**config.mk**
```make
export PLATFORM = sky130hd
export DESIGN_NAME = id_ex_pipe_reg_flat
export DESIGN_NICKNAME = d
export VERILOG_FILES = /design/src/rtl/id_ex_pipe_reg_pkg.sv /design/src/rtl/id_ex_pipe_reg_if.sv /design/src/rtl/id_ex_pipe_reg_hazard_detect.sv /design/src/rtl/id_ex_pipe_reg.sv /design/src/flat_wrapper.sv
export SDC_FILE = /design/constraint.sdc
export NUM_CORES = 1
export LEC_CHECK = 0
export BUFFER_PORTS_ARGS = -buffer_cell sky130_fd_sc_hd__buf_2
export CORE_MARGIN = 5
export CORE_UTILIZATION = 40
export DETAILED_ROUTE_END_ITERATION = 10
export PLACE_DENSITY = 0.71
export SLEW_MARGIN = 25
export SYNTH_ARGS = -nofsm -noshare
export SYNTH_HDL_FRONTEND = slang
export SYNTH_SLANG_ARGS = --single-unit
```
**constraint.sdc**
```tcl
create_clock -name clk -period 5.4 [get_ports clk]
set_input_delay 0.54 -clock clk [delete_from_list [all_inputs] [get_ports clk]]
set_output_delay 0.54 -clock clk [all_outputs]
set_load 0.01 [all_outputs]
```
**src/rtl/id_ex_pipe_reg_pkg.sv**
```systemverilog
// Shared pipeline definitions: register-index and ALU-op widths, ALU encodings
// and the packed control bundle carried from ID into EX.
package id_ex_pipe_reg_pkg;

    localparam int unsigned ALU_OP_W  = 4;
    localparam int unsigned REG_IDX_W = 5;

    typedef enum logic [ALU_OP_W-1:0] {
        AluAdd  = 4'd0,
        AluSub  = 4'd1,
        AluAnd  = 4'd2,
        AluOr   = 4'd3,
        AluXor  = 4'd4,
        AluSll  = 4'd5,
        AluSrl  = 4'd6,
        AluSra  = 4'd7,
        AluSlt  = 4'd8,
        AluSltu = 4'd9,
        AluLui  = 4'd10
    } alu_op_e;

    typedef struct packed {
        logic                reg_write;
        logic                mem_read;
        logic                mem_write;
        logic                mem_to_reg;
        logic                alu_src;
        logic                branch;
        logic [ALU_OP_W-1:0] alu_op;
    } ctrl_t;

    localparam ctrl_t BUBBLE_CTRL = '0;

endpackage

```
**src/rtl/id_ex_pipe_reg_if.sv**
```systemverilog
// ID/EX boundary bundle: decoded ID fields in, registered EX fields and hazard
// status out. master = ID/EX control side, slave = the pipeline register.
interface id_ex_pipe_reg_if
    import id_ex_pipe_reg_pkg::*;
#(
    parameter int unsigned XLEN  = 32,
    parameter int unsigned CNT_W = 32
) ();

    logic                 id_valid;
    logic [XLEN-1:0]      id_pc;
    logic [XLEN-1:0]      id_rs1_data;
    logic [XLEN-1:0]      id_rs2_data;
    logic [XLEN-1:0]      id_imm;
    logic [REG_IDX_W-1:0] id_rs1;
    logic [REG_IDX_W-1:0] id_rs2;
    logic [REG_IDX_W-1:0] id_rd;
    logic                 id_uses_rs1;
    logic                 id_uses_rs2;
    logic                 id_reg_write;
    logic                 id_mem_read;
    logic                 id_mem_write;
    logic                 id_mem_to_reg;
    logic                 id_alu_src;
    logic                 id_branch;
    logic [ALU_OP_W-1:0]  id_alu_op;
    logic                 ex_flush;
    logic                 ex_stall;
    logic                 cnt_clr;

    logic                 ex_valid;
    logic [XLEN-1:0]      ex_pc;
    logic [XLEN-1:0]      ex_rs1_data;
    logic [XLEN-1:0]      ex_rs2_data;
    logic [XLEN-1:0]      ex_imm;
    logic [REG_IDX_W-1:0] ex_rs1;
    logic [REG_IDX_W-1:0] ex_rs2;
    logic [REG_IDX_W-1:0] ex_rd;
    logic                 ex_reg_write;
    logic                 ex_mem_read;
    logic                 ex_mem_write;
    logic                 ex_mem_to_reg;
    logic                 ex_alu_src;
    logic                 ex_branch;
    logic [ALU_OP_W-1:0]  ex_alu_op;
    logic                 id_hold;
    logic [CNT_W-1:0]     stall_cnt;
    logic [CNT_W-1:0]     flush_cnt;

    modport master (
        output id_valid, id_pc, id_rs1_data, id_rs2_data, id_imm, id_rs1, id_rs2, id_rd,
               id_uses_rs1, id_uses_rs2, id_reg_write, id_mem_read, id_mem_write,
               id_mem_to_reg, id_alu_src, id_branch, id_alu_op, ex_flush, ex_stall, cnt_clr,
        input  ex_valid, ex_pc, ex_rs1_data, ex_rs2_data, ex_imm, ex_rs1, ex_rs2, ex_rd,
               ex_reg_write, ex_mem_read, ex_mem_write, ex_mem_to_reg, ex_alu_src, ex_branch,
               ex_alu_op, id_hold, stall_cnt, flush_cnt
    );

    modport slave (
        input  id_valid, id_pc, id_rs1_data, id_rs2_data, id_imm, id_rs1, id_rs2, id_rd,
               id_uses_rs1, id_uses_rs2, id_reg_write, id_mem_read, id_mem_write,
               id_mem_to_reg, id_alu_src, id_branch, id_alu_op, ex_flush, ex_stall, cnt_clr,
        output ex_valid, ex_pc, ex_rs1_data, ex_rs2_data, ex_imm, ex_rs1, ex_rs2, ex_rd,
               ex_reg_write, ex_mem_read, ex_mem_write, ex_mem_to_reg, ex_alu_src, ex_branch,
               ex_alu_op, id_hold, stall_cnt, flush_cnt
    );

endinterface

```
**src/rtl/id_ex_pipe_reg_hazard_detect.sv**
```systemverilog
// Load-use hazard check: the instruction in ID reads a register that a valid
// load currently in EX will write. x0 never creates a hazard.
module id_ex_pipe_reg_hazard_detect
    import id_ex_pipe_reg_pkg::*;
(
    input  logic                 id_valid,
    input  logic [REG_IDX_W-1:0] id_rs1,
    input  logic [REG_IDX_W-1:0] id_rs2,
    input  logic                 id_uses_rs1,
    input  logic                 id_uses_rs2,
    input  logic                 ex_valid,
    input  logic                 ex_mem_read,
    input  logic [REG_IDX_W-1:0] ex_rd,
    output logic                 load_use
);

    logic rs1_hit;
    logic rs2_hit;

    // Source matches only count when the instruction really reads that field.
    always_comb begin
        rs1_hit  = id_uses_rs1 && (id_rs1 == ex_rd);
        rs2_hit  = id_uses_rs2 && (id_rs2 == ex_rd);
        load_use = id_valid && ex_valid && ex_mem_read && (ex_rd != '0) && (rs1_hit || rs2_hit);
    end

endmodule

```
**src/rtl/id_ex_pipe_reg.sv**
```systemverilog
// ID/EX pipeline register with load-use bubble insertion, EX-branch flush,
// downstream-stall freeze and saturating bubble counters.
module id_ex_pipe_reg
    import id_ex_pipe_reg_pkg::*;
#(
    parameter int unsigned XLEN  = 32,
    parameter int unsigned CNT_W = 32
) (
    input  logic            clk,
    input  logic            rst_n,
    id_ex_pipe_reg_if.slave bus
);

    typedef struct packed {
        logic                 valid;
        logic [XLEN-1:0]      pc;
        logic [XLEN-1:0]      rs1_data;
        logic [XLEN-1:0]      rs2_data;
        logic [XLEN-1:0]      imm;
        logic [REG_IDX_W-1:0] rs1;
        logic [REG_IDX_W-1:0] rs2;
        logic [REG_IDX_W-1:0] rd;
        ctrl_t                ctrl;
    } stage_t;

    // Bubble zeroes indices too, so the forwarding unit can never match on it.
    localparam stage_t Bubble = '{
        valid: 1'b0, pc: '0, rs1_data: '0, rs2_data: '0, imm: '0,
        rs1: '0, rs2: '0, rd: '0, ctrl: BUBBLE_CTRL
    };
    localparam logic [CNT_W-1:0] CntMax = '1;
    localparam logic [CNT_W-1:0] CntOne = {{(CNT_W-1){1'b0}}, 1'b1};

    stage_t           ex_q, ex_d, id_stage;
    logic [CNT_W-1:0] stall_cnt_q, stall_cnt_d;
    logic [CNT_W-1:0] flush_cnt_q, flush_cnt_d;
    logic             load_use;

    id_ex_pipe_reg_hazard_detect u_hazard_detect (
        .id_valid    (bus.id_valid),
        .id_rs1      (bus.id_rs1),
        .id_rs2      (bus.id_rs2),
        .id_uses_rs1 (bus.id_uses_rs1),
        .id_uses_rs2 (bus.id_uses_rs2),
        .ex_valid    (ex_q.valid),
        .ex_mem_read (ex_q.ctrl.mem_read),
        .ex_rd       (ex_q.rd),
        .load_use    (load_use)
    );

    // Gather the ID inputs into one record for capture.
    always_comb begin
        id_stage                 = Bubble;
        id_stage.valid           = bus.id_valid;
        id_stage.pc              = bus.id_pc;
        id_stage.rs1_data        = bus.id_rs1_data;
        id_stage.rs2_data        = bus.id_rs2_data;
        id_stage.imm             = bus.id_imm;
        id_stage.rs1             = bus.id_rs1;
        id_stage.rs2             = bus.id_rs2;
        id_stage.rd              = bus.id_rd;
        id_stage.ctrl.reg_write  = bus.id_reg_write;
        id_stage.ctrl.mem_read   = bus.id_mem_read;
        id_stage.ctrl.mem_write  = bus.id_mem_write;
        id_stage.ctrl.mem_to_reg = bus.id_mem_to_reg;
        id_stage.ctrl.alu_src    = bus.id_alu_src;
        id_stage.ctrl.branch     = bus.id_branch;
        id_stage.ctrl.alu_op     = bus.id_alu_op;
    end

    // Next state: stall freezes, then flush, then load-use bubble, then capture.
    always_comb begin
        ex_d        = ex_q;
        stall_cnt_d = stall_cnt_q;
        flush_cnt_d = flush_cnt_q;
        if (!bus.ex_stall) begin
            if (bus.ex_flush) begin
                ex_d = Bubble;
                if (bus.id_valid && (flush_cnt_q != CntMax)) begin
                    flush_cnt_d = flush_cnt_q + CntOne;
                end
            end else if (load_use) begin
                ex_d = Bubble;
                if (stall_cnt_q != CntMax) begin
                    stall_cnt_d = stall_cnt_q + CntOne;
                end
            end else if (bus.id_valid) begin
                ex_d = id_stage;
            end else begin
                // An empty ID slot travels as a bubble but is not counted.
                ex_d = Bubble;
            end
        end
        if (bus.cnt_clr) begin
            stall_cnt_d = '0;
            flush_cnt_d = '0;
        end
    end

    // State register with synchronous active-low reset.
    always_ff @(posedge clk) begin
        if (!rst_n) begin
            ex_q        <= Bubble;
            stall_cnt_q <= '0;
            flush_cnt_q <= '0;
        end else begin
            ex_q        <= ex_d;
            stall_cnt_q <= stall_cnt_d;
            flush_cnt_q <= flush_cnt_d;
        end
    end

    // A taken branch squashes the hazarding instruction, so it need not be held.
    assign bus.id_hold       = bus.ex_stall | (load_use & ~bus.ex_flush);
    assign bus.ex_valid      = ex_q.valid;
    assign bus.ex_pc         = ex_q.pc;
    assign bus.ex_rs1_data   = ex_q.rs1_data;
    assign bus.ex_rs2_data   = ex_q.rs2_data;
    assign bus.ex_imm        = ex_q.imm;
    assign bus.ex_rs1        = ex_q.rs1;
    assign bus.ex_rs2        = ex_q.rs2;
    assign bus.ex_rd         = ex_q.rd;
    assign bus.ex_reg_write  = ex_q.ctrl.reg_write;
    assign bus.ex_mem_read   = ex_q.ctrl.mem_read;
    assign bus.ex_mem_write  = ex_q.ctrl.mem_write;
    assign bus.ex_mem_to_reg = ex_q.ctrl.mem_to_reg;
    assign bus.ex_alu_src    = ex_q.ctrl.alu_src;
    assign bus.ex_branch     = ex_q.ctrl.branch;
    assign bus.ex_alu_op     = ex_q.ctrl.alu_op;
    assign bus.stall_cnt     = stall_cnt_q;
    assign bus.flush_cnt     = flush_cnt_q;

endmodule

```
**src/flat_wrapper.sv**
```systemverilog
// flat-port wrapper written by rule: the top's interface ports become plain ports
module id_ex_pipe_reg_flat import id_ex_pipe_reg_pkg::*;
#(
    parameter int unsigned XLEN  = 32,
    parameter int unsigned CNT_W = 32
)
  (clk, rst_n, bus_id_valid, bus_id_pc, bus_id_rs1_data, bus_id_rs2_data, bus_id_imm, bus_id_rs1, bus_id_rs2, bus_id_rd, bus_id_uses_rs1, bus_id_uses_rs2, bus_id_reg_write, bus_id_mem_read, bus_id_mem_write, bus_id_mem_to_reg, bus_id_alu_src, bus_id_branch, bus_id_alu_op, bus_ex_flush, bus_ex_stall, bus_cnt_clr, bus_ex_valid, bus_ex_pc, bus_ex_rs1_data, bus_ex_rs2_data, bus_ex_imm, bus_ex_rs1, bus_ex_rs2, bus_ex_rd, bus_ex_reg_write, bus_ex_mem_read, bus_ex_mem_write, bus_ex_mem_to_reg, bus_ex_alu_src, bus_ex_branch, bus_ex_alu_op, bus_id_hold, bus_stall_cnt, bus_flush_cnt);
  id_ex_pipe_reg_if #(.XLEN(XLEN), .CNT_W(CNT_W)) bus_i ();
  input  logic clk;
  input  logic rst_n;
  input wire logic [$bits(bus_i.id_valid)-1:0] bus_id_valid;
  input wire logic [$bits(bus_i.id_pc)-1:0] bus_id_pc;
  input wire logic [$bits(bus_i.id_rs1_data)-1:0] bus_id_rs1_data;
  input wire logic [$bits(bus_i.id_rs2_data)-1:0] bus_id_rs2_data;
  input wire logic [$bits(bus_i.id_imm)-1:0] bus_id_imm;
  input wire logic [$bits(bus_i.id_rs1)-1:0] bus_id_rs1;
  input wire logic [$bits(bus_i.id_rs2)-1:0] bus_id_rs2;
  input wire logic [$bits(bus_i.id_rd)-1:0] bus_id_rd;
  input wire logic [$bits(bus_i.id_uses_rs1)-1:0] bus_id_uses_rs1;
  input wire logic [$bits(bus_i.id_uses_rs2)-1:0] bus_id_uses_rs2;
  input wire logic [$bits(bus_i.id_reg_write)-1:0] bus_id_reg_write;
  input wire logic [$bits(bus_i.id_mem_read)-1:0] bus_id_mem_read;
  input wire logic [$bits(bus_i.id_mem_write)-1:0] bus_id_mem_write;
  input wire logic [$bits(bus_i.id_mem_to_reg)-1:0] bus_id_mem_to_reg;
  input wire logic [$bits(bus_i.id_alu_src)-1:0] bus_id_alu_src;
  input wire logic [$bits(bus_i.id_branch)-1:0] bus_id_branch;
  input wire logic [$bits(bus_i.id_alu_op)-1:0] bus_id_alu_op;
  input wire logic [$bits(bus_i.ex_flush)-1:0] bus_ex_flush;
  input wire logic [$bits(bus_i.ex_stall)-1:0] bus_ex_stall;
  input wire logic [$bits(bus_i.cnt_clr)-1:0] bus_cnt_clr;
  output wire logic [$bits(bus_i.ex_valid)-1:0] bus_ex_valid;
  output wire logic [$bits(bus_i.ex_pc)-1:0] bus_ex_pc;
  output wire logic [$bits(bus_i.ex_rs1_data)-1:0] bus_ex_rs1_data;
  output wire logic [$bits(bus_i.ex_rs2_data)-1:0] bus_ex_rs2_data;
  output wire logic [$bits(bus_i.ex_imm)-1:0] bus_ex_imm;
  output wire logic [$bits(bus_i.ex_rs1)-1:0] bus_ex_rs1;
  output wire logic [$bits(bus_i.ex_rs2)-1:0] bus_ex_rs2;
  output wire logic [$bits(bus_i.ex_rd)-1:0] bus_ex_rd;
  output wire logic [$bits(bus_i.ex_reg_write)-1:0] bus_ex_reg_write;
  output wire logic [$bits(bus_i.ex_mem_read)-1:0] bus_ex_mem_read;
  output wire logic [$bits(bus_i.ex_mem_write)-1:0] bus_ex_mem_write;
  output wire logic [$bits(bus_i.ex_mem_to_reg)-1:0] bus_ex_mem_to_reg;
  output wire logic [$bits(bus_i.ex_alu_src)-1:0] bus_ex_alu_src;
  output wire logic [$bits(bus_i.ex_branch)-1:0] bus_ex_branch;
  output wire logic [$bits(bus_i.ex_alu_op)-1:0] bus_ex_alu_op;
  output wire logic [$bits(bus_i.id_hold)-1:0] bus_id_hold;
  output wire logic [$bits(bus_i.stall_cnt)-1:0] bus_stall_cnt;
  output wire logic [$bits(bus_i.flush_cnt)-1:0] bus_flush_cnt;
  assign bus_i.id_valid = bus_id_valid;
  assign bus_i.id_pc = bus_id_pc;
  assign bus_i.id_rs1_data = bus_id_rs1_data;
  assign bus_i.id_rs2_data = bus_id_rs2_data;
  assign bus_i.id_imm = bus_id_imm;
  assign bus_i.id_rs1 = bus_id_rs1;
  assign bus_i.id_rs2 = bus_id_rs2;
  assign bus_i.id_rd = bus_id_rd;
  assign bus_i.id_uses_rs1 = bus_id_uses_rs1;
  assign bus_i.id_uses_rs2 = bus_id_uses_rs2;
  assign bus_i.id_reg_write = bus_id_reg_write;
  assign bus_i.id_mem_read = bus_id_mem_read;
  assign bus_i.id_mem_write = bus_id_mem_write;
  assign bus_i.id_mem_to_reg = bus_id_mem_to_reg;
  assign bus_i.id_alu_src = bus_id_alu_src;
  assign bus_i.id_branch = bus_id_branch;
  assign bus_i.id_alu_op = bus_id_alu_op;
  assign bus_i.ex_flush = bus_ex_flush;
  assign bus_i.ex_stall = bus_ex_stall;
  assign bus_i.cnt_clr = bus_cnt_clr;
  assign bus_ex_valid = bus_i.ex_valid;
  assign bus_ex_pc = bus_i.ex_pc;
  assign bus_ex_rs1_data = bus_i.ex_rs1_data;
  assign bus_ex_rs2_data = bus_i.ex_rs2_data;
  assign bus_ex_imm = bus_i.ex_imm;
  assign bus_ex_rs1 = bus_i.ex_rs1;
  assign bus_ex_rs2 = bus_i.ex_rs2;
  assign bus_ex_rd = bus_i.ex_rd;
  assign bus_ex_reg_write = bus_i.ex_reg_write;
  assign bus_ex_mem_read = bus_i.ex_mem_read;
  assign bus_ex_mem_write = bus_i.ex_mem_write;
  assign bus_ex_mem_to_reg = bus_i.ex_mem_to_reg;
  assign bus_ex_alu_src = bus_i.ex_alu_src;
  assign bus_ex_branch = bus_i.ex_branch;
  assign bus_ex_alu_op = bus_i.ex_alu_op;
  assign bus_id_hold = bus_i.id_hold;
  assign bus_stall_cnt = bus_i.stall_cnt;
  assign bus_flush_cnt = bus_i.flush_cnt;
  id_ex_pipe_reg #(.XLEN(XLEN), .CNT_W(CNT_W)) u_core (.clk(clk), .rst_n(rst_n), .bus(bus_i));
endmodule
```
Yosys cells after proc, flatten, opt, wreduce, memory -nomap -nowiden
Index checks and enable logic that the tools add are counted.
Storage, ports and cells
  register bits: 218
  bits of input ports: 161
  output and inout port bits: 219
  word-level logic and storage cells: 43
Operators by class
  add/subtract/negate cells: 2
  equal/unequal tests: 4
  muxes and demuxes: 3
  bitwise logic cells: 5
  reduce and logical (&&, ||, !) cells: 12
Operators by type and width (count)
  $mux W154: 3
  $add A32 B1 Y32 const B: 2
  $ne A32 B32 Y1 const B: 2
  $eq A5 B5 Y1: 2
  $logic_and A1 B1 Y1: 7
  $reduce_bool A5 Y1: 1
  $reduce_and A4 Y1: 1
  $not A1 Y1: 3
  $reduce_and A3 Y1: 1
  $reduce_or A2 Y1: 1
  $and A1 B1 Y1: 1
  $logic_or A1 B1 Y1: 1
  $or A1 B1 Y1: 1

Logic depth before layout (Yosys ltp)
Gate-level depths: netlist of run 1.
  word-level depth: 6
  gate-level depth with buffers: 9
  gate-level depth less buffers: 7

Modules after synthesis
From an unflattened synthesis of run 1, not the netlist that was laid out.
Second synthesis, totals
  cells, all modules: 939
  area, all modules: 8928.6 um^2
By module, submodules not included
  id_ex_pipe_reg: instances 1, cells an instance 922, area an instance 8797.2 um^2, sequential area each 4364.2 um^2
  id_ex_pipe_reg_hazard_detect: instances 1, cells an instance 17, area an instance 131.4 um^2, sequential area each 0.0 um^2

Least setup slack after synthesis of run 1
Ideal clock, no wire load.
  path kind: reg2reg
  start: register u_core.stall_cnt_q[0], in the netlist u_core.bus.stall_cnt[0]
  end: register u_core.stall_cnt_q[1], in the netlist u_core.bus.stall_cnt[1]
  library setup time: 0.128 ns
  arrival time: 2.068 ns
  required time: 5.272 ns
  setup slack: 3.205 ns
  stages on the path, launching flop included: 10
  buffers on the path: 2
  clock period less this slack: 2.195 ns
  cell sequence: dfxtp_1 ha_1 nand4_1 nor4_1 nand3_1 nand3_2 buf_2 buf_2 mux2i_1 nor2_1
On the way
  word-level cells in the longest chain between the ends: 2
  elaborated cells between the ends (all ways): 3
  those cells by class: add/sub: 1; eq/ne: 1; reduce/logical: 1
Ends and longest elaborated chain
  start: declaration: line id_ex_pipe_reg.sv:35  | logic [CNT_W-1:0] stall_cnt_q, stall_cnt_d;
  start signal: assignment: line id_ex_pipe_reg.sv:108  | stall_cnt_q <= stall_cnt_d;
  branches (longest 2 deep; another with $add A32 B1 Y32)
Parallel ways; which one is timed is not known.
A chain may end at the register's enable or synchronous reset.

Worst setup path in the final report of run 1
  start: register u_core.ex_q, in the netlist u_core.bus.ex_rd[2]
  end: register u_core.stall_cnt_q[11], in the netlist u_core.bus.stall_cnt[11]
On the way
  word-level cells in the longest chain between the ends: 5
  elaborated cells between the ends (all ways): 9
  those cells by class: eq/ne: 2; reduce/logical: 7
Ends and longest elaborated chain
  start: declaration: line id_ex_pipe_reg.sv:34  | stage_t ex_q, ex_d, id_stage;
  start signal: assignment: line id_ex_pipe_reg.sv:103  | ex_q <= Bubble;
  $eq A5 B5 Y1 (on tied branches): line id_ex_pipe_reg_hazard_detect.sv:22, id_ex_pipe_reg_hazard_detect.sv:23
  $logic_and A1 B1 Y1 (on tied branches): line id_ex_pipe_reg_hazard_detect.sv:22, id_ex_pipe_reg_hazard_detect.sv:23
  $logic_or A1 B1 Y1: line id_ex_pipe_reg_hazard_detect.sv:24  | load_use = id_valid && ex_valid && ex_mem_read && (ex_rd != '0) && (rs1_hit || rs2_hit);
  $logic_and A1 B1 Y1 *: line id_ex_pipe_reg_hazard_detect.sv:24
  $reduce_and A4 Y1 (no line) *
Mark *: on every way between the ends. The rest lies on a longest branch, timed or not.

==> results of run 1 <==
-- power breakdown --
group | total (uW) | internal [uW] | switching (uW)
clock network | 1630 | 973 | 662
logic | 185 | 90.5 | 95.0
registers | 1650 | 1640 | 17.0
-- stage by stage --
step | cells | cell area [um2]
6_report | 1397 | 10800
2_1_floorplan | 755 | 7910
5_1_grt | 1395 | 10800
4_1_cts | 1394 | 10800
3_5_place_dp | 1352 | 9990
3_3_place_gp | 1351 | 9960
-- layout make-up --
cell class,instances,area [um2]
Clock inverter,12,134
Antenna cell,3,7.51
Inverter,4,15.0
Tap cell,265,332
Timing Repair Buffer,383,1950
Multi-Input combinational cell,482,3330
Sequential cell,218,4360
Fill cell,1738,8670
Clock buffer,30,664
-- worst max path at each step --
stage | start | endpoint | slack [ns] | cells after the start
2_1_floorplan | u_core.bus.stall_cnt[0]$_SDFFE_PP0P_ | u_core.bus.stall_cnt[1]$_SDFFE_PP0P_ | 3.20 | 9
3_3_place_gp | bus_id_rs2[4] | u_core.bus.stall_cnt[7]$_SDFFE_PP0P_ | 2.27 | 7
3_5_place_dp | bus_id_rs2[4] | u_core.bus.stall_cnt[11]$_SDFFE_PP0P_ | 2.19 | 7
4_1_cts | u_core.bus.ex_rd[2]$_SDFFE_PN0N_ | u_core.bus.stall_cnt[11]$_SDFFE_PP0P_ | 2.36 | 6
5_1_grt | u_core.bus.ex_rd[2]$_SDFFE_PN0N_ | u_core.bus.stall_cnt[7]$_SDFFE_PP0P_ | 2.05 | 6
6_report | u_core.bus.ex_rd[2]$_SDFFE_PN0N_ | u_core.bus.stall_cnt[11]$_SDFFE_PP0P_ | 2.34 | 6
-- synthesized netlist by cell type, drive strengths merged, types with 6 or more instances --
cell type and number:
clkbuf 35, nor3 12, nand2 38, and3 10, xor2 12, nor4 6
a22o 153, nand4 27, xnor2 26, buf 16, dfxtp 218, a21oi 30
or4 14, o31ai 9, nor2 40, o21ai 21, or3 26, nand3 25
-- layer usage --
metal  global-route usage [%]  routed length, um
met1                     26.5              10400
met2                     35.4              12500
met3                     5.36               1900
met4                     5.49                526
met5                        0                  0
-- kinds of logic (layout without fill, tap and decap cells) --
kind of cell,Yosys count,in the layout
XOR/XNOR,38,38
buffers and inverters,55,429
AO/OA/AOI/OAI,226,226
other,0,3
adder cells (fa/ha/maj),2,2
AND/OR/NAND/NOR,214,214
multiplexers,2,2
flip-flops,218,218
-- critical path: stages (launching register included) --
cell and delay (ns):
dfxtp_1 0.45, xnor2_1 0.14, nand4_1 0.12, o22ai_1 0.54
nand3_2 0.73, or4_2 0.84, a21oi_1 0.16
==> impl_metrics.yaml, run 1 <==
timing:
  relSlewSlack_pct: 40.4
  hold_violations: 0
  fin_crit_ns: 3.06
  setup_ws_ns: 2.34
  finalSetupViolations: 0
  fin_crit_sh_pct: 56.6
  tightest_slew_ns: 0.893
  fin_worst_skew_ns: 0.0122
  whs_ns: 0.244
  fmax_ghz: 0.327
  drv_slew: 0
  grt_setup_unrepaired: "false"
  fin_setup_tns_ns: 0
logic_synthesis:
  synthCells: 755
  synth-compound-area-share_pct: 22.4
  synth_ff_type: "dfxtp_1"
  synthArstFlopShare_pct: 0
  ys_top_cells_by_area: "dfxtp_1 (55%), a22o_1 (17%), xnor2_1 (2.9%), nand4_1 (2.1%), a21oi_1 (1.9%)"
  synthDominantCellAreaShare_pct: 55.1
  synth_top_family_by_area: "compound AO/OA/AOI/OAI gates"
  muxShareOfSynthArea_pct: 0.253
  synth-xor-area-share_pct: 4.21
  synth-seq-area-share_pct: 55.1
  yosys.area_share.simple_pct: 14.8
  synth_seq_cells: 218
  avgSynthCellArea_um2: 10.5
  ys_types: 49
  yosysWarningCount: 0
  syn_nets: 918
  synthAdderAreaFrac_pct: 0.316
  yosys.area.top_type: "dfxtp_1"
  synth_edf_count: 0
  synth.cell_area_mm2: 0.00791
job:
  drv_cap: 0
floorplan:
  io_pins: 380
  start_util_pct: 40.7
  dieWidth_um: 151
  die_area_mm2: 0.0227
  rows: 51
  fp.coreArea_mm2: 0.0195
  die_h_um: 151
placement:
  pre_cts_ws_ns: 2.19
  place_congestion: 0.830
  port_buffers: 379
  dp_hpwl_um: 18800
global_route:
  overflow: 0
  grt_antenna_before_repair: 1
  grt_pass1_vias: 7011
  grt_max_degree: 82
  grt_pass1_wl_um: 38100
  track_usage_pct: 20.9
pwr:
  vdd_drop_max_mv: 0.216
  p_leak_uw: 0.00492
  finalPower_uw: 3470
  power-per-cell-area_mw_per_mm2: 322
worst_hold_path:
  whs_path_depth: 2
  min-delay-start: "bus_id_reg_write"
  hold_end: "u_core.bus.ex_reg_write$_SDFFE_PN0N_"
  hp-class: "primary input to register"
critical_path:
  worstPathArrival_ns: 3.50
  r2r_setup_slack_ns: 2.34
  r2r-start: "u_core.bus.ex_rd[2]$_SDFFE_PN0N_"
  worstPathMaxFanout: 44
  cp-start-kind: "register"
  reg2reg_depth: 6
  path_class: "register to register"
  cp-end-kind: "register"
  regToRegEndpoint: "u_core.bus.stall_cnt[11]$_SDFFE_PP0P_"
  required_ns: 5.84
drt:
  routed_via_density: 5.24
  ant_nets: 0
  route.detailed.drc: 0
  route.vias.total: 7327
  drt_iter0_markers: 373
  first_pass_iters: 4
  routedWlPerCell_um: 18.2
  wirelength_um: 25400
clocking:
  postCtsSetupRepairBufs: 0
  clock-sinks: 218
  cts_resized: 0
  cts_max_path_buffers: 3
  worstSkewPairLatency_ns: 0.51
  cts_tree: "done"
  holdBufCountCts: 0
  cts-buffers-inserted: 24
  cts.reportedPaths.clkPinSlew_ns: 0.06
  root_buffer: "clkbuf_16"
  htreeDepth: 1
finish:
  layout.nets: 1276
  final_common_cell: "buf_2"
  syn2layout_area_growth_pct: 36.4
  drive_gt1_share_pct: 38.7
  post-route-util_pct: 55.5
  layout_common_cells: "buf_2 (379), dfxtp_1 (218), a22o_1 (153)"
run_status:
  outcome: "finished clean"
(Power assumes the default switching activity.)
==> run 2: changes to the inputs <==
Settings changed: ABC_AREA from default to 1, PLACE_DENSITY 0.71 to 0.68.
Clock period 5.4 ns to 3.2 ns, I/O delays scaled along.
==> run 2 against run 1 <==
Wire length is 32% higher. Die area increased by 21%. Cell count grew 50%. Register-to-register slack worse by 1.5 ns. First-iteration DRC count up 130%. Highest routed layer is now met5.
==> impl_metrics.yaml, run 2 <==
run_status:
  outcome: "finished clean"
clocking:
  worstSkewPairLatency_ns: 0.53
  cts-buffers-inserted: 25
  cts.reportedPaths.clkPinSlew_ns: 0.06
  cts_tree: "done"
  htreeDepth: 1
  cts_max_path_buffers: 3
  clock-sinks: 218
  root_buffer: "clkbuf_16"
  postCtsSetupRepairBufs: 0
  holdBufCountCts: 0
  cts_resized: 0
critical_path:
  critPathLaunch: "u_core.bus.ex_rd[4]$_SDFFE_PN0N_"
  r2r-start: "u_core.bus.ex_rd[1]$_SDFFE_PN0N_"
  worstPathMaxFanout: 13
  regToRegEndpoint: "u_core.bus.ex_imm[2]$_SDFFE_PN0N_"
  r2r_setup_slack_ns: 0.86
  cp-start-kind: "register"
  reg2reg_depth: 10
  required_ns: 2.88
  cp-end-kind: "primary output"
  worstPathArrival_ns: 2.51
  path_class: "register to primary output"
  crit_end: "bus_id_hold"
drt:
  drt_iter0_markers: 858
  route.detailed.drc: 0
  route.vias.total: 10500
  wirelength_um: 33600
  routedWlPerCell_um: 16.0
  routed_via_density: 4.99
  ant_nets: 0
  first_pass_iters: 5
logic_synthesis:
  ys_top_cells_by_area: "dfxtp_1 (45%), nand2_1 (16%), a21oi_1 (9.5%), nand3_1 (9.1%), nor2_1 (5.8%)"
  synth_seq_cells: 218
  synth_most_common_cell: "nand2_1"
  synthDominantCellAreaShare_pct: 44.8
  synthCells: 1414
  synth_edf_count: 0
  synthArstFlopShare_pct: 0
  synth.cell_area_mm2: 0.00974
  synth-seq-area-share_pct: 44.8
  ys_types: 34
  syn_nets: 1577
  yosys.area.top_type: "dfxtp_1"
  avgSynthCellArea_um2: 6.89
  yosysWarningCount: 0
  synth_top_cells_by_count: "nand2_1 (413), dfxtp_1 (218), a21oi_1 (184)"
  synth_ff_type: "dfxtp_1"
timing:
  fin_setup_tns_ns: 0
  fin_worst_skew_ns: 0.0265
  drv_slew: 0
  relSlewSlack_pct: 41.3
  grt_setup_unrepaired: "false"
  setup_ws_ns: 0.372
  hold_violations: 0
  finalSetupViolations: 0
  fin_crit_ns: 2.83
  tightest_slew_ns: 0.875
  fin_crit_sh_pct: 88.4
  fmax_ghz: 0.354
floorplan:
  dieWidth_um: 166
  fp.coreArea_mm2: 0.0242
  die_area_mm2: 0.0276
  rows: 57
  io_pins: 380
  start_util_pct: 40.3
  die_h_um: 166
finish:
  register_area_mm2: 0.00436
  fillCellCount: 2414
  multiInputGateArea_mm2: 0.00470
  layout.nets: 1910
  final_common_cell: "nand2_1"
  syn2layout_area_growth_pct: 30.1
  drive_gt1_share_pct: 25.6
  layout_common_cells: "nand2_1 (412), buf_2 (378), dfxtp_1 (218)"
placement:
  port_buffers: 379
  place_congestion: 0.964
  dp_hpwl_um: 24300
  pre_cts_ws_ns: 0.893
global_route:
  grt_max_degree: 155
  grt_antenna_before_repair: 7
  grt_pass1_vias: 9735
  grt_pass1_wl_um: 52400
  overflow: 0
  track_usage_pct: 22.8
pwr:
  p_leak_uw: 0.00552
  power-per-cell-area_mw_per_mm2: 484
  vdd_drop_max_mv: 0.417
  finalPower_uw: 6130
worst_hold_path:
  hp-class: "primary input to register"
job:
  drv_cap: 0
==> run 2: report_power, final <==
part           switching (uW)  internal, uW
Clock                    1160          1770
Sequential               24.9          2760
Combinational             247           161
==> run 2: worst min path at each step <==
stage | start | to | slack [ns] | cells after the start
4_1_cts | bus_id_imm[16] | u_core.bus.ex_imm[16]$_SDFFE_PN0N_ | 0.02 | 3
3_5_place_dp | u_core.bus.ex_rs2_data[29]$_SDFFE_PN0N_ | u_core.bus.ex_rs2_data[29]$_SDFFE_PN0N_ | 0.45 | 2
3_3_place_gp | u_core.bus.ex_rs2_data[29]$_SDFFE_PN0N_ | u_core.bus.ex_rs2_data[29]$_SDFFE_PN0N_ | 0.44 | 2
2_1_floorplan | bus_id_imm[0] | u_core.bus.ex_imm[0]$_SDFFE_PN0N_ | 0.48 | 2
6_report | bus_id_imm[16] | u_core.bus.ex_imm[16]$_SDFFE_PN0N_ | 0.05 | 3
5_1_grt | bus_id_imm[1] | u_core.bus.ex_imm[1]$_SDFFE_PN0N_ | 0.03 | 3
==> run 2: critical path, cell delays in order (launching register included) <==
cell	delay (ns)
dfxtp_1	0.39
inv_1	0.10
nand2_1	0.07
nand2_1	0.05
nor2_1	0.12
nand3_1	0.08
nand2_1	0.43
nand2_4	0.27
o21ai_0	0.29
buf_2	0.18
==> run 2: cell type report <==
| type | instances | area share (%) |
|---|---|---|
| Sequential cell | 218 | 34.4 |
| Tap cell | 324 | 3.20 |
| Multi-Input combinational cell | 1029 | 37.1 |
| Clock buffer | 36 | 5.82 |
| Antenna cell | 5 | 0.0988 |
| Timing Repair Buffer | 387 | 15.9 |
| Inverter | 86 | 2.57 |
| Clock inverter | 9 | 0.918 |
==> run 2: logic make-up (layout without fill, tap and decap cells) <==
group | count (synthesis) | after routing | synth area share (%)
buffers and inverters | 167 | 518 | 7.05
AND/OR/NAND/NOR | 806 | 806 | 35.6
flip-flops | 218 | 218 | 44.8
XOR/XNOR | 19 | 19 | 1.71
AO/OA/AOI/OAI | 202 | 202 | 10.6
adder cells (fa/ha/maj) | 2 | 2 | 0.257
other | 0 | 5 | 0
==> run 2: through the flow <==
stage	cells	hold slack (ns)	instance area, um2	utilization [%]
2_1_floorplan	1414	0.480	9740	-
3_3_place_gp	2044	0.440	11800	48.8
3_5_place_dp	2044	0.447	11800	48.8
4_1_cts	2089	0.0202	12700	52.4
5_1_grt	2094	0.0305	12700	52.4
6_report	2094	0.0451	12700	52.4
==> run 2: layer usage <==
metal	GRT usage, %	part of all wire [%]
met2	38.2	48
met5	0	0.083
met1	28.4	41
met4	7.25	2.4
met3	6.67	8.9
==> run 3: changes to the inputs <==
Settings changed: CORE_MARGIN 5 to default, RECOVER_POWER from default to 100.
==> run 3 against run 2 <==
Via count about the same. Worst hold slack better by 0.024 ns. Combinational power shrank 4%. Sequential share of layout area increased by 1.1 points. Clock skew down 0.015 ns. Wire length down 4.1%. Cell count decreased by 0.24%. Core utilization decreased by 0.49 points. Global-route usage increased by 1.5 points. Clock power is 2% lower. Critical path type unchanged. Largest power group unchanged. Highest routed layer unchanged.
==> impl_metrics.yaml, run 3 (synthesized netlist as in run 2, its figures left out) <==
run_status:
  outcome: "finished clean"
timing:
  fin_setup_tns_ns: 0
  grt_setup_unrepaired: "false"
  drv_slew: 0
  tightest_slew_ns: 0.966
  fin_crit_sh_pct: 86.9
  fin_crit_ns: 2.78
  relSlewSlack_pct: 35.6
  fmax_ghz: 0.360
  finalSetupViolations: 0
  fin_worst_skew_ns: 0.0116
  hold_violations: 0
global_route:
  grt_pass1_vias: 9190
  grt_antenna_before_repair: 3
  track_usage_pct: 24.4
  grt_max_degree: 104
  grt_pass1_wl_um: 48600
  overflow: 0
critical_path:
  critPathLaunch: "u_core.bus.ex_rd[1]$_SDFFE_PN0N_"
  r2r-start: "u_core.bus.flush_cnt[1]$_SDFFE_PP0P_"
  crit_slowest_cell: "dfxtp_1"
  r2r_setup_slack_ns: 0.54
  worstPathArrival_ns: 2.46
  cp-end-kind: "primary output"
  crit_chain: "inv_1 -> nand2_1 -> nand2_1 -> nor2_1 -> nand3_1 -> nand2_1 -> nand2_4 -> o21ai_0 -> clkbuf_1"
  worstPathMaxFanout: 14
  max_stage_delay_ns: 0.40
  cp-start-kind: "register"
  regToRegEndpoint: "u_core.bus.flush_cnt[25]$_SDFFE_PP0P_"
  path_class: "register to primary output"
  critPathMostFrequentCell: "nand2_1"
  reg2reg_depth: 10
  required_ns: 2.88
clocking:
  cts_resized: 0
  htreeDepth: 1
  holdBufCountCts: 0
  clock-sinks: 218
  root_buffer: "clkbuf_16"
  cts_tree: "done"
  cts.reportedPaths.clkPinSlew_ns: 0.06
  cts-buffers-inserted: 25
  worstSkewPairLatency_ns: 0.52
  postCtsSetupRepairBufs: 0
  cts_max_path_buffers: 3
placement:
  place_congestion: 0.926
  dp_hpwl_um: 23000
  postPlaceCellArea_mm2: 0.0118
  port_buffers: 379
drt:
  route.vias.total: 10500
  drt_iter0_markers: 873
  route.detailed.drc: 0
  routed_via_density: 5.01
  first_pass_iters: 8
  ant_nets: 0
  wirelength_um: 32200
  routedWlPerCell_um: 15.4
floorplan:
  dieWidth_um: 158
  start_util_pct: 41.1
  die_area_mm2: 0.0250
  io_pins: 380
  die_h_um: 158
  rows: 56
  fp.coreArea_mm2: 0.0237
finish:
  fin_area_mm2: 0.0123
  final_common_cell: "nand2_1"
  syn2layout_area_growth_pct: 26.2
  drive_gt1_share_pct: 12.8
  fillCellCount: 2504
  layout.nets: 1913
  layout_common_cells: "nand2_1 (413), clkbuf_1 (224), dfxtp_1 (218)"
job:
  drv_cap: 0
pwr:
  power-per-cell-area_mw_per_mm2: 492
  vdd_drop_max_mv: 0.464
  finalPower_uw: 6050
  p_leak_uw: 0.00452
worst_hold_path:
  whs_path_depth: 3
  min-delay-start: "bus_id_rs1_data[12]"
  hp-class: "primary input to register"
  hold_end: "u_core.bus.ex_rs1_data[12]$_SDFFE_PN0N_"
run 3: cell types whose count changed in the layout (fill, tap and decap cells not counted), moves of 2 or more:
cell and change:
clkbuf_1 +220, buf_2 -219, nor2_1 +4, buf_12 -3
buf_4 +3, clkbuf_2 +2, diode_2 -2, nor2_2 -2
run 3: report_power, final:
part	switching, uW	total, uW	leakage, uW	internal [uW]
clock	1140	2870	0.000409	1730
combinational	242	389	0.00234	146
sequential	27.1	2790	0.00176	2760
total	1410	6050	0.00452	4640
run 3: per-stage QoR:
step                hold slack (ns)  setup slack, ns  utilization (%)  cells
finish                       0.0692            0.420             51.9   2089
global placement              0.442            0.829             49.8   2042
CTS                          0.0447            0.357             53.2   2086
detailed placement            0.452            0.807             49.8   2042
global route                 0.0538            0.251             51.9   2087
floorplan                     0.480             1.32                -   1414
run 3: how the worst max path moves through the flow:
stage                                        end  slack [ns]  cells past startpoint
2_1_floorplan                        bus_id_hold        1.32                     10
3_3_place_gp   u_core.bus.ex_rs2[3]$_SDFFE_PN0N_        0.83                     11
3_5_place_dp   u_core.bus.ex_pc[13]$_SDFFE_PN0N_        0.81                     11
4_1_cts                              bus_id_hold        0.36                      9
5_1_grt                              bus_id_hold        0.25                      9
6_report                             bus_id_hold        0.42                      9
run 3: routing by layer:
metal	vias to the layer above	part of all wire, %	track usage (%)
li1	5270	-	-
met5	-	0.062	0
met4	4	2.0	6.91
met2	360	49	40.3
met1	4776	41	30.7
met3	55	8.6	6.95
run 3: layout make-up:
class	count	area (um2)	share of cell area, %
inverters	86	325	2.65
repair buffers	390	1720	14.0
clock buffers	36	727	5.91
clock inverters	8	93.8	0.763
diodes	3	7.51	0.0611
well taps	319	399	3.25
flip-flops and latches	218	4360	35.5
multi-input cells	1029	4660	37.9
run 3: critical path, delay by kind of cell (launching register included):
family	cells	cell delay, ns
DFF	1	0.40
and+or+nand+nor	6	0.93
AOI/OAI and AO/OA	1	0.32
buffers and inverters	2	0.28
